--- src/rtl/sram_rq_ctrl.sv ---
// -----------------------------------------------------------------------------
// sram_rq_ctrl
//
// Sequencer that turns single-beat read/write requests into SRAM array
// control: bitline precharge, wordline drive, write-driver enable and
// sense-amp enable, followed by a one-clock read-data-valid response.
//
// Ports
//   clk         - single clock, all state changes on the rising edge
//   nrst        - asynchronous active-low reset
//   mac_en_i    - an external MAC owns the array; no new requests accepted
//   rq_valid_i  - request valid (level handshake with rq_ready_o)
//   rq_wr_i     - 1 = write, 0 = read
//   addr_i      - row address
//   wr_data_i   - write data
//   rq_ready_o  - request is taken on a rising edge where valid && ready
//   rd_valid_o  - one-clock pulse when rd_data_o carries fresh read data
//   rd_data_o   - last captured read data, held until the next read
//   WL          - one-hot wordline
//   PCH         - bitline precharge, active high
//   WRITE       - write-driver enable
//   WR_DATA     - write-driver data
//   CSEL        - column select
//   SAEN        - sense-amp enable
//   SA_OUT      - sense-amp outputs from the array
// -----------------------------------------------------------------------------
module sram_rq_ctrl #(
  parameter int numRows     = 128,
  parameter int numCols     = 32,
  parameter int pchCycles   = 1,
  parameter int senseCycles = 1
) (
  input  logic                       clk,
  input  logic                       nrst,
  input  logic                       mac_en_i,
  input  logic                       rq_valid_i,
  input  logic                       rq_wr_i,
  input  logic [$clog2(numRows)-1:0] addr_i,
  input  logic [numCols-1:0]         wr_data_i,
  output logic                       rq_ready_o,
  output logic                       rd_valid_o,
  output logic [numCols-1:0]         rd_data_o,
  output logic [numRows-1:0]         WL,
  output logic                       PCH,
  output logic                       WRITE,
  output logic [numCols-1:0]         WR_DATA,
  output logic [numCols-1:0]         CSEL,
  output logic                       SAEN,
  input  logic [numCols-1:0]         SA_OUT
);

  localparam int AddrW  = $clog2(numRows);
  // One shared down-counter serves both the precharge and the sense phase.
  localparam int CntMax = (pchCycles > senseCycles) ? pchCycles : senseCycles;
  localparam int CntW   = (CntMax > 1) ? $clog2(CntMax) : 1;

  typedef enum logic [2:0] {
    S_IDLE  = 3'd0,
    S_PCH   = 3'd1,
    S_WR    = 3'd2,
    S_RWL   = 3'd3,
    S_SENSE = 3'd4,
    S_RESP  = 3'd5
  } state_t;

  state_t              state_r;
  state_t              next_state_s;
  logic [CntW-1:0]     cnt_r;
  logic [CntW-1:0]     next_cnt_s;
  logic [AddrW-1:0]    addr_r;
  logic [numCols-1:0]  wdata_r;
  logic                wr_r;
  logic                ready_s;
  logic                accept_s;
  logic                capture_s;

  logic [numRows-1:0]  wl_s;
  logic                pch_s;
  logic                write_s;
  logic [numCols-1:0]  wr_data_s;
  logic [numCols-1:0]  csel_s;
  logic                saen_s;
  logic                rd_valid_s;

  logic [numRows-1:0]  wl_r;
  logic                pch_r;
  logic                write_r;
  logic [numCols-1:0]  wr_data_r;
  logic [numCols-1:0]  csel_r;
  logic                saen_r;
  logic                rd_valid_r;
  logic [numCols-1:0]  rd_data_r;

  // Ready is a pure decode of the registered state; the MAC only gates new work.
  assign ready_s    = (state_r == S_IDLE) && !mac_en_i;
  assign accept_s   = ready_s && rq_valid_i;
  assign rq_ready_o = ready_s;

  assign WL         = wl_r;
  assign PCH        = pch_r;
  assign WRITE      = write_r;
  assign WR_DATA    = wr_data_r;
  assign CSEL       = csel_r;
  assign SAEN       = saen_r;
  assign rd_valid_o = rd_valid_r;
  assign rd_data_o  = rd_data_r;

  // Next-state and phase-counter logic.
  always_comb begin
    next_state_s = state_r;
    next_cnt_s   = cnt_r;
    capture_s    = 1'b0;
    case (state_r)
      S_IDLE: begin
        if (accept_s) begin
          next_state_s = S_PCH;
          next_cnt_s   = CntW'(pchCycles - 1);
        end else begin
          next_state_s = S_IDLE;
        end
      end
      S_PCH: begin
        if (cnt_r == {CntW{1'b0}}) begin
          if (wr_r) begin
            next_state_s = S_WR;
          end else begin
            next_state_s = S_RWL;
          end
        end else begin
          next_cnt_s = cnt_r - CntW'(1);
        end
      end
      S_WR: begin
        next_state_s = S_IDLE;
      end
      S_RWL: begin
        next_state_s = S_SENSE;
        next_cnt_s   = CntW'(senseCycles - 1);
      end
      S_SENSE: begin
        if (cnt_r == {CntW{1'b0}}) begin
          next_state_s = S_RESP;
          capture_s    = 1'b1;
        end else begin
          next_cnt_s = cnt_r - CntW'(1);
        end
      end
      S_RESP: begin
        next_state_s = S_IDLE;
      end
      default: begin
        next_state_s = S_IDLE;
        next_cnt_s   = {CntW{1'b0}};
      end
    endcase
  end

  // Array-side controls are decoded from the NEXT state and registered, so the
  // pins change cleanly on the edge that enters each phase.
  always_comb begin
    wl_s       = {numRows{1'b0}};
    pch_s      = 1'b0;
    write_s    = 1'b0;
    wr_data_s  = {numCols{1'b0}};
    csel_s     = {numCols{1'b0}};
    saen_s     = 1'b0;
    rd_valid_s = 1'b0;
    case (next_state_s)
      S_IDLE: begin
        rd_valid_s = 1'b0;
      end
      S_PCH: begin
        pch_s = 1'b1;
      end
      S_WR: begin
        wl_s[addr_r] = 1'b1;
        write_s      = 1'b1;
        wr_data_s    = wdata_r;
        csel_s       = {numCols{1'b1}};
      end
      S_RWL: begin
        wl_s[addr_r] = 1'b1;
      end
      S_SENSE: begin
        wl_s[addr_r] = 1'b1;
        saen_s       = 1'b1;
      end
      S_RESP: begin
        rd_valid_s = 1'b1;
      end
      default: begin
        rd_valid_s = 1'b0;
      end
    endcase
  end

  // State register, phase counter and request latch.
  always_ff @(posedge clk or negedge nrst) begin
    if (!nrst) begin
      state_r <= S_IDLE;
      cnt_r   <= {CntW{1'b0}};
      addr_r  <= {AddrW{1'b0}};
      wdata_r <= {numCols{1'b0}};
      wr_r    <= 1'b0;
    end else begin
      state_r <= next_state_s;
      cnt_r   <= next_cnt_s;
      if (accept_s) begin
        addr_r  <= addr_i;
        wdata_r <= wr_data_i;
        wr_r    <= rq_wr_i;
      end
    end
  end

  // Registered array controls and read-valid pulse.
  always_ff @(posedge clk or negedge nrst) begin
    if (!nrst) begin
      wl_r       <= {numRows{1'b0}};
      pch_r      <= 1'b0;
      write_r    <= 1'b0;
      wr_data_r  <= {numCols{1'b0}};
      csel_r     <= {numCols{1'b0}};
      saen_r     <= 1'b0;
      rd_valid_r <= 1'b0;
    end else begin
      wl_r       <= wl_s;
      pch_r      <= pch_s;
      write_r    <= write_s;
      wr_data_r  <= wr_data_s;
      csel_r     <= csel_s;
      saen_r     <= saen_s;
      rd_valid_r <= rd_valid_s;
    end
  end

  // Read data is sampled from the sense amps on the last sense edge and then
  // held; writes never touch it.
  always_ff @(posedge clk or negedge nrst) begin
    if (!nrst) begin
      rd_data_r <= {numCols{1'b0}};
    end else if (capture_s) begin
      rd_data_r <= SA_OUT;
    end
  end

endmodule

--- config.mk ---
export PLATFORM = sky130hd
export DESIGN_NAME = sram_rq_ctrl
export DESIGN_NICKNAME = d
export VERILOG_FILES = /design/src/rtl/sram_rq_ctrl.sv
export SDC_FILE = /design/constraint.sdc
export NUM_CORES = 1
export LEC_CHECK = 0
export CORE_MARGIN = 2
export CORE_UTILIZATION = 44
export DETAILED_ROUTE_END_ITERATION = 12
export GPL_ROUTABILITY_DRIVEN = 0
export GPL_TIMING_DRIVEN = 0
export HOLD_SLACK_MARGIN = 0.1
export PLACE_DENSITY = 0.8
export SLEW_MARGIN = 20
export SYNTH_ARGS = -nofsm -noshare
export SYNTH_HDL_FRONTEND = slang
export SYNTH_SLANG_ARGS = --single-unit
--- constraint.sdc ---
create_clock -name clk -period 1.89 [get_ports clk]
set_input_delay 0.378 -clock clk [delete_from_list [all_inputs] [get_ports clk]]
set_output_delay 0.378 -clock clk [all_outputs]
set_load 0.01 [all_outputs]
==> results of run 1 <==
## layer usage
layer	track usage [%]	vias up	share of wire [%]
met5	0	-	0
met4	6.00	0	2.5
met3	7.34	41	9.4
met2	38.1	245	50
met1	26.8	2720	38
li1	-	2515	-
## cell families (layout without fill, tap and decap cells)
group / count (synthesis) / after routing / share of synthesized area [%]
and+or+nand+nor: 208 / 208 / 12.0
muxes: 72 / 72 / 9.87
AOI/OAI and AO/OA: 2 / 2 / 0.152
buffers and inverters: 61 / 421 / 5.10
DFF: 239 / 239 / 72.8
## layout make-up
type                       count  area (µm²)  share of cell area [%]
timing repair buffer         317        3200                    25.6
sequential                   239        5990                    47.9
buffer                        59         428                    3.43
clock inverter                 8         101                   0.811
multi-input combinational    282        1810                    14.5
inverter                       2        7.51                  0.0601
tap                          229         287                    2.29
clock buffer                  35         672                    5.38
## repair_timing
| item | in CTS | in global routing |
|---|---|---|
| resized for setup | 128 | 25 |
| pin swaps | 1 | 0 |
| buffers inserted | 7 | 2 |
| cloned | 2 | 0 |
| hold endpoints to repair | 52 | 0 |
| hold buffers | 1 | 0 |
| setup endpoints to repair | 34 | 24 |
## cells in the final DEF, fill, tap and decap left out, types with 11 or more instances in the layout
| cell type | netlist | layout |
|---|---|---|
| clkbuf_16 | 0 | 24 |
| dfrtp_1 | 239 | 237 |
| mux2_2 | 72 | 72 |
| nand3_1 | 11 | 11 |
| and2_1 | 33 | 33 |
| buf_4 | 35 | 41 |
| buf_2 | 10 | 20 |
| clkdlybuf4s50_1 | 0 | 269 |
| nor2_1 | 128 | 128 |
| clkbuf_1 | 7 | 14 |
| buf_6 | 6 | 29 |
## sequential cells by signal (all words and copies together), names as in the netlist
signal      flops
CSEL            1
state_r         3
WL            128
wr_r            1
PCH             1
SAEN            1
addr_r          7
rd_valid_o      1
rd_data_o      32
WR_DATA        32
wdata_r        32
## per-stage QoR
stage | area [µm²] | cells | TNS (ns)
finish | 12500 | 1171 | -0.149
floorplan | 8210 | 582 | 0
CTS | 12400 | 1170 | -1.06
detailed placement | 11600 | 1117 | -6.88
global route | 12500 | 1171 | -0.547
global placement | 11500 | 1115 | -2212.20
## final timing paths
check / from / endpoint / slack (ns) / depth (start not counted)
worst min register to register: wdata_r[8] / WR_DATA[8] / 0.47 / 1
max in group asynchronous: nrst / CSEL[7] / 0.62 / 3
worst max-delay path: CSEL[7] / CSEL[26] / -0.03 / 4
worst min-delay path: nrst / wdata_r[18] / 0.37 / 2
min in group clk: addr_i[1] / addr_r[1] / 0.47 / 2
worst max register to register: state_r[0] / WL[120] / 0.11 / 5
## power by group
| group | total, mW | switching [mW] | internal, mW |
|---|---|---|---|
| clock network | 4.63 | 1.89 | 2.74 |
| logic | 5.28 | 2.32 | 2.96 |
| registers | 6.69 | 0.534 | 6.15 |
==> metrics.txt, run 1 <==
Root Buffer clkbuf_16; Clk Latency, worst-skew pair 0.52 ns; RSZ-0062 raised after global routing yes; most instantiated cells after synthesis 239 x dfrtp_1, 128 x nor2_1, 72 x mux2_2, 35 x buf_4, 33 x and2_1; Synth Register Bits 239; initial antenna violation count 0; WL per Instance 18.6 µm; Synth cell types 27; period utilization 102%; I/O pin count 305; critical path class flip-flop to primary output; Congestion Overflow GR 0; Remaining DRCs 0; CP endpoint kind primary output; largest net degree at the start of global routing 108; Crit path required time 1.51 ns; vias per cell 4.71; Util after Layout 68.8%; worst hold slack 0.372 ns; CP cell instances buf_16 > buf_12 > buf_4 > buf_6; Die H 141 µm; PortBufs 304; setup ws final -0.0344 ns; CTS Buf Count 24; vias in the first global route 5,817; cell taking the most area after synthesis dfrtp_1; clock buffer depth 3; Pins Over Slew Limit 0; via count 5,521; dominant synthesized flop cell dfrtp_1; site row count 49; transition time of the tightest slew-check pin 0.612 ns; count leader, synth dfrtp_1; CTS tree yes; total number of yosys warnings 0; Cells after Synth 582; number of enable flip-flop cells after synthesis 0; Setup Viol. Count Final 8; crit path time final 1.92 ns; Power Total 16.6 mW; Routed WL 21.8 mm; slowest stage delay, CP 0.54 ns; number of maximum-capacitance violations 0; Seq/Total Area, Yosys 72.8%; Initial Util 45.2%; Final #Nets 1,001; CP top delay family flip-flops; Die Area 19,800 µm²; share of layout cells above drive strength 1 23.1%; Peak VDD IR 0.801 mV; TritonRoute pass-1 iters 4; die extent in x 141 µm; total core area 18,100 µm²; endpoints failing hold 0; post-synth top area share 72.8%; CTS clock-pin slew for the worst setup and hold paths 0.06 ns; CP bufs+invs 4; Power Dens Cells 1330 nW/µm²; CP max-delay cell dfrtp_4; remaining antenna violation count 0; H-tree lvl count 1; Synth-to-Final Area Change 52.1%; Rel. slew slack 59.2%; ANT cells 0; Avg Cell Area, Syn 14.1 µm²; outcome complete, but fails checks; Max Freq 520 MHz; FFs w/ async S/R, synth 100%; failing checks setup timing; syn_nets 658; gr usage total 22.1%; Arrival @ worst endpoint 1.55 ns; Clock Sinks 239; Setup WS pre-CTS -0.227 ns; Hold Path Class input pin to async pin; Leak 5.66 nW; first-pass GRT wire length 33.8 mm; final clock skew 0.0212 ns; Synth area leaders dfrtp_1 73%, mux2_2 9.9%, nor2_1 5.9%; crit path max fanout 5; Post-Syn Area 8210 µm²; Iter 0 DRT Violations 210; Layout fillers 1,293; post-DP HPWL 15.1 mm; CP startpoint kind flip-flop
No activity file was read; power rests on OpenSTA's default activity.
==> run 2, diff against run 1 <==
--- a/config.mk
+++ b/config.mk
@@ -7,6 +7,7 @@
 export LEC_CHECK = 0
 export CORE_MARGIN = 2
 export CORE_UTILIZATION = 44
+export CTS_BUF_LIST = sky130_fd_sc_hd__clkbuf_16
 export DETAILED_ROUTE_END_ITERATION = 12
 export GPL_ROUTABILITY_DRIVEN = 0
 export GPL_TIMING_DRIVEN = 0
==> run 2 against run 1 <==
- the run still ends with setup timing left
- power is 0.99% lower
- hold slack about the same
- clock skew rose by 0.00058 ns
- maximum frequency barely moved
- first-iteration DRC count up 8.1%
- count of clock-buffer cells in the layout shrank 11
- final area is 0.24% lower
- via count decreased by 0.13%
- critical endpoint unchanged
- largest cell class unchanged
==> metrics.txt, run 2 (synthesis results as in run 1) <==
ANT cells 0 (unchanged); register area 5990 µm² (unchanged); WL per Instance 18.6 µm (about the same); remaining antenna violation count 0 (unchanged); transition time of the tightest slew-check pin 0.612 ns (about the same); Layout fillers 1,300 (was 1,293); Routed WL 21.8 mm (about the same); Power Dens Cells 1320 nW/µm² (was 1330 nW/µm²); post-DP HPWL 15.1 mm (unchanged); clock buffer depth 3 (unchanged); setup ws final -0.0342 ns (was -0.0344 ns); crit path time final 1.92 ns (about the same); Pins Over Slew Limit 0 (unchanged); outcome complete, but fails checks (unchanged); CP endpoint kind primary output (unchanged); crit path max fanout 5 (unchanged); CTS clock-pin slew for the worst setup and hold paths 0.06 ns (about the same); TritonRoute pass-1 iters 5 (was 4); Max Freq 520 MHz (about the same); Die H 141 µm (unchanged); Arrival @ worst endpoint 1.55 ns (about the same); RSZ-0062 raised after global routing yes (unchanged); Register-to-Register Path Depth 5 (unchanged); most frequent cells in the layout 269 x clkdlybuf4s50_1, 237 x dfrtp_1, 128 x nor2_1 (unchanged); Critical R2R Capture WL[120] (unchanged); CP startpoint kind flip-flop (unchanged); Peak VDD IR 0.801 mV (about the same); vias per cell 4.71 (about the same); period utilization 102% (about the same); PortBufs 304 (unchanged); Power Total 16.4 mW (was 16.6 mW); Setup Viol. Count Final 8 (unchanged); Final #Nets 1,001 (unchanged); Worst R2R Setup Slack 0.11 ns (about the same); max FFs per register 128 (unchanged); gr usage total 22.1% (about the same); Root Buffer clkbuf_16 (unchanged); failing checks setup timing (unchanged); leading cell type in the layout, fill and taps excluded clkdlybuf4s50_1 (unchanged); vias in the first global route 5,818 (was 5,817); endpoints failing hold 0 (unchanged); Synth-to-Final Area Change 51.7% (was 52.1%); via count 5,514 (was 5,521); Crit path required time 1.51 ns (about the same); setup tns final -0.147 ns (was -0.149 ns); CTS tree yes (unchanged); share of layout cells above drive strength 1 22.8% (was 23.1%); largest net degree at the start of global routing 108 (unchanged); Die Area 19,800 µm² (unchanged); total core area 18,100 µm² (unchanged); site row count 49 (unchanged); initial antenna violation count 0 (unchanged); Leak 5.68 nW (was 5.66 nW); Clk Latency, worst-skew pair 0.52 ns (about the same); placed cell area 11,600 µm² (unchanged); I/O pin count 305 (unchanged); Iter 0 DRT Violations 227 (was 210); worst reg2reg path startpoint state_r[0] (unchanged); Congestion Overflow GR 0 (unchanged); Hold Path Class input pin to async pin (unchanged); die extent in x 141 µm (unchanged); Initial Util 45.2% (unchanged); final clock skew 0.0218 ns (was 0.0212 ns); Clock Sinks 239 (unchanged); Design Area, Final 12,500 µm² (about the same); H-tree lvl count 1 (unchanged); Rel. slew slack 59.2% (about the same); critical path class flip-flop to primary output (unchanged); CTS Buf Count 24 (unchanged); number of maximum-capacitance violations 0 (unchanged); area of the multi-input gates 1810 µm² (unchanged); first-pass GRT wire length 33.8 mm (about the same); Remaining DRCs 0 (unchanged)
run 2: cell type report:
type / count / area share (%)
well taps: 229 / 2.30
repair buffers: 317 / 25.7
plain buffers: 59 / 3.43
inverters: 2 / 0.0602
flip-flops and latches: 239 / 48.0
clock buffers: 24 / 4.82
multi-input cells: 282 / 14.5
clock inverters: 19 / 1.14
run 2: report_power, final:
part / total (mW) / switching, mW / internal, mW
Clock: 4.46 / 1.89 / 2.58
Combinational: 5.27 / 2.31 / 2.96
Sequential: 6.69 / 0.534 / 6.15
run 2: what timing repair did:
action                                  CTS  global route
endpoints found under the setup margin   34            24
cloned                                    2             0
pin swaps                                 1             0
endpoints found under the hold margin    52             0
hold buffers                              1             0
resized for setup                       128            25
buffers inserted                          7             2
run 2: worst max path at each step:
stage / from / slack, ns / cells past startpoint / end
floorplan: state_r[0] / 0.38 / 3 / rd_data_o[10]
global placement: nrst / -9.25 / 1 / WL[12]
detailed placement: CSEL[7] / -0.23 / 2 / CSEL[18]
CTS: CSEL[7] / -0.08 / 4 / CSEL[21]
global route: CSEL[7] / -0.08 / 4 / CSEL[26]
finish: CSEL[7] / -0.03 / 4 / CSEL[26]
run 2: critical path, stage by stage, from the launching register on:
cell,delay (ns)
dfrtp_4,0.54
buf_16,0.16
buf_12,0.12
buf_4,0.13
buf_6,0.11
run 2: metal layers:
| metal | GRT usage, % | routed length, µm | vias to the layer above | share of wire, % |
|---|---|---|---|---|
| met2 | 38.0 | 11000 | 242 | 50 |
| met1 | 26.8 | 8300 | 2713 | 38 |
| met4 | 6.00 | 555 | 0 | 2.5 |
| li1 | - | - | 2516 | - |
| met3 | 7.34 | 1970 | 43 | 9.0 |
| met5 | 0 | 0 | - | 0 |
run 2: stage by stage:
stage	hold WS (ns)	setup WS (ns)	cells	utilization [%]
after global placement	0.456	-9.25	1115	63.6
final	0.372	-0.0342	1171	68.7
after floorplan	0.0824	0.384	582	-
after detailed placement	0.330	-0.227	1117	63.9
after global routing	0.402	-0.0840	1171	68.7
after CTS	0.374	-0.0797	1170	68.1
